===== src/rtl/ysyx_23060236_rd_arbiter.sv =====
// ---------------------------------------------------------------------------
// ysyx_23060236_rd_arbiter
//
// Round-robin read arbiter that shares one AXI4 read master port between the
// IFU (m0, burst-capable) and the LSU (m1, single-beat).
//
// The winning AR request is registered, and the winner keeps the downstream
// port until its burst completes. R beats are routed back to the winner only.
// The last-beat indication is produced locally from a beat counter. Any
// downstream rlast/rid disagreement sets a sticky protocol_err flag.
//
// Ports
//   clock, reset          : system clock, asynchronous active-high reset
//   m0_ar* / m0_r*        : IFU read address / read data channels
//   m1_ar* / m1_r*        : LSU read address / read data channels (no rlast)
//   s_ar* / s_r*          : downstream (xbar SoC) read port
//   busy                  : arbiter is not idle
//   protocol_err          : sticky downstream rlast/rid mismatch flag
// ---------------------------------------------------------------------------
module ysyx_23060236_rd_arbiter #(
  parameter int ADDR_W = 32,
  parameter int DATA_W = 32
) (
  input  logic              clock,
  input  logic              reset,
  // IFU
  input  logic [ADDR_W-1:0] m0_araddr,
  input  logic              m0_arvalid,
  output logic              m0_arready,
  input  logic [3:0]        m0_arlen,
  input  logic [1:0]        m0_arburst,
  input  logic [2:0]        m0_arsize,
  output logic [DATA_W-1:0] m0_rdata,
  output logic [1:0]        m0_rresp,
  output logic              m0_rlast,
  output logic              m0_rvalid,
  input  logic              m0_rready,
  // LSU
  input  logic [ADDR_W-1:0] m1_araddr,
  input  logic              m1_arvalid,
  output logic              m1_arready,
  input  logic [2:0]        m1_arsize,
  output logic [DATA_W-1:0] m1_rdata,
  output logic [1:0]        m1_rresp,
  output logic              m1_rvalid,
  input  logic              m1_rready,
  // Downstream
  output logic [ADDR_W-1:0] s_araddr,
  output logic              s_arvalid,
  input  logic              s_arready,
  output logic [3:0]        s_arid,
  output logic [7:0]        s_arlen,
  output logic [2:0]        s_arsize,
  output logic [1:0]        s_arburst,
  input  logic [DATA_W-1:0] s_rdata,
  input  logic [1:0]        s_rresp,
  input  logic              s_rlast,
  input  logic [3:0]        s_rid,
  input  logic              s_rvalid,
  output logic              s_rready,
  // Status
  output logic              busy,
  output logic              protocol_err
);

  typedef enum logic [1:0] {
    IDLE = 2'd0,
    ADDR = 2'd1,
    DATA = 2'd2
  } state_t;

  state_t            state_reg, state_next;
  logic              last_grant_reg, last_grant_next;  // 0: m0, 1: m1
  logic              grant_reg, grant_next;            // doubles as the latched id
  logic [3:0]        beat_cnt_reg, beat_cnt_next;
  logic [3:0]        len_reg, len_next;
  logic [ADDR_W-1:0] addr_reg, addr_next;
  logic [2:0]        size_reg, size_next;
  logic [1:0]        burst_reg, burst_next;
  logic              perr_reg, perr_next;

  logic              m0_arready_int, m1_arready_int;
  logic              s_rready_int;
  logic              pick_m1;
  logic              is_last;
  logic              r_hs;
  logic              in_data;

  // m1 wins when it is the only requester, or when both request and m0 was
  // served last. This alternates strictly under continuous contention.
  assign pick_m1 = m1_arvalid & (~m0_arvalid | ~last_grant_reg);
  assign is_last = (beat_cnt_reg == len_reg);
  assign in_data = (state_reg == DATA);
  assign r_hs    = in_data & s_rvalid & s_rready_int;

  always_ff @(posedge clock or posedge reset) begin
    if (reset) begin
      state_reg      <= IDLE;
      last_grant_reg <= 1'b1;
      grant_reg      <= 1'b0;
      beat_cnt_reg   <= 4'd0;
      len_reg        <= 4'd0;
      addr_reg       <= '0;
      size_reg       <= 3'd0;
      burst_reg      <= 2'd0;
      perr_reg       <= 1'b0;
    end else begin
      state_reg      <= state_next;
      last_grant_reg <= last_grant_next;
      grant_reg      <= grant_next;
      beat_cnt_reg   <= beat_cnt_next;
      len_reg        <= len_next;
      addr_reg       <= addr_next;
      size_reg       <= size_next;
      burst_reg      <= burst_next;
      perr_reg       <= perr_next;
    end
  end

  always_comb begin
    state_next      = state_reg;
    last_grant_next = last_grant_reg;
    grant_next      = grant_reg;
    beat_cnt_next   = beat_cnt_reg;
    len_next        = len_reg;
    addr_next       = addr_reg;
    size_next       = size_reg;
    burst_next      = burst_reg;
    perr_next       = perr_reg;
    m0_arready_int  = 1'b0;
    m1_arready_int  = 1'b0;
    s_arvalid       = 1'b0;
    s_rready_int    = 1'b0;

    case (state_reg)
      IDLE: begin
        if (m0_arvalid | m1_arvalid) begin
          m0_arready_int = ~pick_m1;
          m1_arready_int = pick_m1;
          grant_next     = pick_m1;
          state_next     = ADDR;
          if (pick_m1) begin
            addr_next  = m1_araddr;
            len_next   = 4'd0;
            size_next  = m1_arsize;
            burst_next = 2'b00;
          end else begin
            addr_next  = m0_araddr;
            len_next   = m0_arlen;
            size_next  = m0_arsize;
            burst_next = m0_arburst;
          end
        end
      end
      ADDR: begin
        s_arvalid = 1'b1;
        if (s_arready) begin
          state_next    = DATA;
          beat_cnt_next = 4'd0;
        end
      end
      DATA: begin
        s_rready_int = grant_reg ? m1_rready : m0_rready;
        if (r_hs) begin
          // The downstream rlast/rid are only checked; the local count
          // decides where the burst ends.
          if ((s_rlast != is_last) || (s_rid != {3'b000, grant_reg})) begin
            perr_next = 1'b1;
          end
          if (is_last) begin
            state_next      = IDLE;
            last_grant_next = grant_reg;
          end else begin
            beat_cnt_next = beat_cnt_reg + 4'd1;
          end
        end
      end
      default: state_next = IDLE;
    endcase
  end

  // arready depends combinationally on arvalid in IDLE, so it is forced low
  // while reset is held. Everything else derives from reset-cleared state.
  assign m0_arready = m0_arready_int & ~reset;
  assign m1_arready = m1_arready_int & ~reset;
  assign s_rready   = s_rready_int;

  assign s_araddr   = addr_reg;
  assign s_arid     = {3'b000, grant_reg};
  assign s_arlen    = {4'b0000, len_reg};
  assign s_arsize   = size_reg;
  assign s_arburst  = burst_reg;

  assign m0_rvalid  = in_data & ~grant_reg & s_rvalid;
  assign m0_rdata   = (in_data & ~grant_reg) ? s_rdata : '0;
  assign m0_rresp   = (in_data & ~grant_reg) ? s_rresp : 2'b00;
  assign m0_rlast   = in_data & ~grant_reg & is_last;

  assign m1_rvalid  = in_data & grant_reg & s_rvalid;
  assign m1_rdata   = (in_data & grant_reg) ? s_rdata : '0;
  assign m1_rresp   = (in_data & grant_reg) ? s_rresp : 2'b00;

  assign busy         = (state_reg != IDLE);
  assign protocol_err = perr_reg;

endmodule


===== config.mk =====
export PLATFORM = sky130hd
export DESIGN_NAME = ysyx_23060236_rd_arbiter
export DESIGN_NICKNAME = d
export VERILOG_FILES = /design/src/rtl/ysyx_23060236_rd_arbiter.sv
export SDC_FILE = /design/constraint.sdc
export NUM_CORES = 1
export LEC_CHECK = 0
export CORE_MARGIN = 10
export CORE_UTILIZATION = 35
export CTS_CLUSTER_DIAMETER = 30
export CTS_CLUSTER_SIZE = 28
export DETAILED_ROUTE_END_ITERATION = 8
export PLACE_DENSITY = 0.89
export SYNTH_ARGS = -nofsm -noshare
export SYNTH_HDL_FRONTEND = slang
export SYNTH_SLANG_ARGS = --single-unit

===== constraint.sdc =====
create_clock -name clock -period 7.12 [get_ports clock]
set_clock_uncertainty 0.15 [all_clocks]
set_input_delay 1.424 -clock clock [delete_from_list [all_inputs] [get_ports clock]]
set_output_delay 1.424 -clock clock [all_outputs]
set_load 0.05 [all_outputs]

; ---- Word level (Yosys, flattened, before mapping)
; Cells that the tools add are included.
[word_totals]
reg_bits = 50
input_bits = 123
out_inout_bits = 126
elab_cells = 70
[classes]
addsub = 1
eq_ne = 10
mux = 24
bitwise_logic = 17
n_reduce_logical = 9
[op_table]
columns = operator, n
row1 = $mux W32, 3
row2 = $mux W4, 4
row3 = $mux W2, 7
row4 = $and A1 B1 Y1, 10
row5 = $ne A2 B2 Y1 const B, 5
row6 = $pmux W4 S2, 1
row7 = $reduce_and A4 Y1, 2
row8 = $mux W1, 7
row9 = $pmux W2 S3, 1
row10 = $reduce_and A3 Y1, 2
row11 = $not A1 Y1, 5
row12 = $add A4 B1 Y4 const B, 1
row13 = $eq A4 B4 Y1, 1
row14 = $ne A4 B1 Y1, 1
row15 = $reduce_bool A2 Y1, 2
row16 = $mux W3, 1
row17 = $eq A2 B1 Y1 const B, 1
row18 = $eq A2 B2 Y1 const B, 1
row19 = $logic_not A2 Y1, 1
row20 = $or A1 B1 Y1, 2
row21 = $reduce_and A2 Y1, 1
row22 = $logic_or A1 B1 Y1, 1
row23 = $ne A1 B1 Y1, 1

; ---- Logic depth before layout (Yosys ltp)
[logic_depth]
word_depth = 7
mapped_depth = 6
ltp_nobuf = 4

; ---- Worst setup path after synthesis
; No wires, ideal clock.
[synth_path]
kind = input to output
from = in reset
to = out m1_arready
arrival_time_ns = 3.108
required_ns = 5.546
setup_slack_ns = 2.438
path_stages = 2
n_path_buf = 0
path_cell_list = inv_1 > and3_1
[synth_via]
elab_chain_len = 2
[synth_lines]
columns = element, line_no
row1 = "start, declared", 25  ; input logic reset,
row2 = $not A1 Y1, 185  ; assign m1_arready = m1_arready_int & ~reset;
row3 = $and A1 B1 Y1, 185
row4 = "end, declared", 41  ; output logic m1_arready,
; Every way passes these cells.

; ---- Worst setup path after layout
[layout_path]
from = in m1_arvalid
to = out m0_arready
[layout_via]
elab_chain_len = 5
word_cells_on_any_way = 6
classes_between = mux: 2 / bitwise: 4
[layout_lines]
columns = element, line_no
row1 = "start, declared", 40  ; input logic m1_arvalid,
row2 = $and A1 B1 Y1, 91  ; assign pick_m1 = m1_arvalid & (~m0_arvalid | ~last_grant_reg);
row3 = $not A1 Y1, 138  ; m0_arready_int = ~pick_m1;
row4 = $mux W1 *, 137  ; if (m0_arvalid | m1_arvalid) begin
row5 = $mux W1 *, 135  ; case (state_reg)
row6 = $and A1 B1 Y1 *, 184  ; assign m0_arready = m0_arready_int & ~reset;
row7 = "end, declared", 29  ; output logic m0_arready,
; Every way passes the cells marked *; elsewhere a longest branch is shown, timed or not.

==> qor.yml <==
grt_setup_unrepaired: "false"
period_needed_ns: 5.09
syn_inst: 320
first_pass_iters: 4
cts_setup_buffers: 0
comb_power_share_pct: 69.0
dieHeight_um: 112
worst_r2r_path_depth: 4
drt-total-wl_um: 11800
cap_violations: 0
avgSynthCellArea_um2: 9.22
drv_slew: 0
htree_levels: 2
cts_resized: 0
power_switching_mw: 1.26
io_pins: 249
row_count: 33
slew_headroom_pct: 34.2
startpoint: "m1_arvalid"
die_area_um2: 12500
post_synth_instance_area_um2: 2950
drt_iter0_markers: 104
tightest_slew_ns: 0.987
mostFrequentLayoutCells: "clkdlybuf4s50_1, dfrtp_1, nand2_1"
reg2reg_from: "grant_reg"
setup_viol: 0
tritoncts: "done"
worstPathRequired_ns: 5.55
seq_power_share_pct: 23.9
start_util_pct: 35.9
antenna_cells: 0
endpoint_kind: "output pin"
worstReg2RegEnd: "beat_cnt_reg[0]"
min_path_type: "flop to flop"
routabilityCongestion: 0.823
core_um2: 8220
total_power_mw: 2.29
final_hold_viol_count: 0
dp_hpwl_um: 10100
synth_seq_area_share_pct: 42.5
wire_per_inst_um: 18.1
port_buffers: 241
nFillCells: 653
rrSetupSlack_ns: 4.84
root_buffer: "clkbuf_8"
drc: 0
insertion_delay_ns: 0.30
power.density_nw_per_um2: 417
numClockSinks: 50
final_common_cell: "clkdlybuf4s50_1"
grt_pass1_wl_um: 18000
cts_max_path_buffers: 2
grt_max_degree: 80
clkSlewWorstSetupHoldPaths_ns: 0.09
switching_share_pct: 55.1
timing.setup.tns_ns: 0
ys_types: 37
ant_nets: 0
viasPerCell: 4.79
synth.ff_latch_count: 50
irDropWorstVdd_mv: 0.267
layout-drive-gt1-share_pct: 3.65
cts_hold_repair.buffers: 0
overflow: 0
cts_buffers: 5
timing.final.crit_share_pct: 71.4
crit_end: "m0_arready"
status: "finished clean"
p_leak_nw: 2.43
die_x_um: 112
worstPathArrival_ns: 3.51
via_count: 3127
p_int_mw: 1.03
final_nets: 671
fmax_mhz: 197
syn_to_final_growth_pct: 86.2
largest_register_ffs: 32
crit_fanout: 37
grt_usage_pct: 17.6
crit_type: "input pin to output pin"
grt_pass1_vias: 3219
clkPwrFrac_pct: 7.1
yosys_warnings: 0
antenna_found_initial: 0
start_kind: "input pin"
final cells by class:
class	instances	area (um2)	share of cell area, %
clock buffer	5	68.8	1.25
clock inverter	3	18.8	0.342
inverter	4	15.0	0.273
multi-input combinational	239	1550	28.2
sequential	50	1250	22.8
tap	105	131	2.39
timing repair buffer	247	2460	44.8
power by group through the flow:
stage               clock [mW]  combinational, mW  sequential (mW)
CTS                      0.170               1.59            0.549
floorplan                    0              0.666            0.915
global placement             0               1.57            0.542
global route             0.178               1.66            0.571
finish                   0.163               1.58            0.547
detailed placement           0               1.59            0.554
synthesized netlist by cell type:
library cell	instances	area, um2
dfrtp_1	49	1230
nand2_1	38	143
and3_1	36	225
mux2i_1	36	360
o21ai_0	36	180
and2_1	35	219
clkbuf_1	16	60.1
buf_4	10	75.1
nor2_1	8	30.0
a22o_1	7	61.3
buf_2	6	30.0
o211ai_1	6	45.0
inv_1	4	15.0
xor2_1	4	35.0
nand2b_1	3	18.8
nand3_1	2	10.0
nand3b_1	2	15.0
o221ai_1	2	17.5
xnor2_1	2	17.5
a21boi_2	1	11.3
a31oi_1	1	6.26
buf_6	1	11.3
conb_1	1	3.75
dfstp_2	1	26.3
ha_1	1	12.5
mux2_2	1	11.3
nand4b_1	1	8.76
nor2b_1	1	6.26
nor3_1	1	5.00
nor4_1	1	6.26
nor4_2	1	12.5
nor4b_1	1	8.76
o21ai_1	1	5.00
o2bb2ai_1	1	8.76
o31a_1	1	8.76
or2_1	1	6.26
or3_1	1	6.26
kinds of logic (layout without fill, tap and decap cells):
group	Yosys count	count (layout)	share of synthesized area [%]
adders and majority gates	1	1	0.424
muxes	37	37	12.6
buffers and inverters	37	259	6.49
xor gates and xnor gates	6	6	1.78
DFF	50	50	42.5
AOI/OAI and AO/OA	56	56	11.7
other	1	7	0.127
and+or+nand+nor	132	132	24.4
routing by layer:
metal,track usage [%],share of wire [%],vias up
met5,0,0,-
li1,-,-,1546
met1,17.6,35,1420
met4,4.03,0.92,0
met3,7.94,11,9
met2,32.3,53,152
critical path, stage by stage:
cell and delay (ns):
clkdlybuf4s50_1 0.54, a21boi_4 0.21, buf_4 0.51, nor3_1 0.09, clkdlybuf4s50_1 0.73
metrics by stage:
| stage | hold slack (ns) | area [um2] | utilization (%) | worst slack, ns | instances |
|---|---|---|---|---|---|
| 2_1_floorplan | 0.394 | 2970 | - | 2.44 | 326 |
| 3_3_place_gp | 0.311 | 5400 | 65.8 | 2.07 | 645 |
| 3_5_place_dp | 0.319 | 5400 | 65.8 | 2.03 | 645 |
| 4_1_cts | 0.341 | 5490 | 66.8 | 2.02 | 653 |
| 5_1_grt | 0.371 | 5490 | 66.8 | 1.95 | 653 |
| 6_report | 0.334 | 5490 | 66.8 | 2.03 | 653 |
worst min-delay path by stage:
stage	start	to	slack, ns	depth (start not counted)
after floorplan	beat_cnt_reg[3]	beat_cnt_reg[3]	0.39	2
after global placement	s_araddr[2]	s_araddr[2]	0.31	2
after detailed placement	s_araddr[0]	s_araddr[0]	0.32	2
after CTS	s_araddr[0]	s_araddr[0]	0.34	2
after global routing	s_araddr[21]	s_araddr[21]	0.37	2
final	s_araddr[27]	s_araddr[27]	0.33	2
No activity file was read; power rests on OpenSTA's default activity.
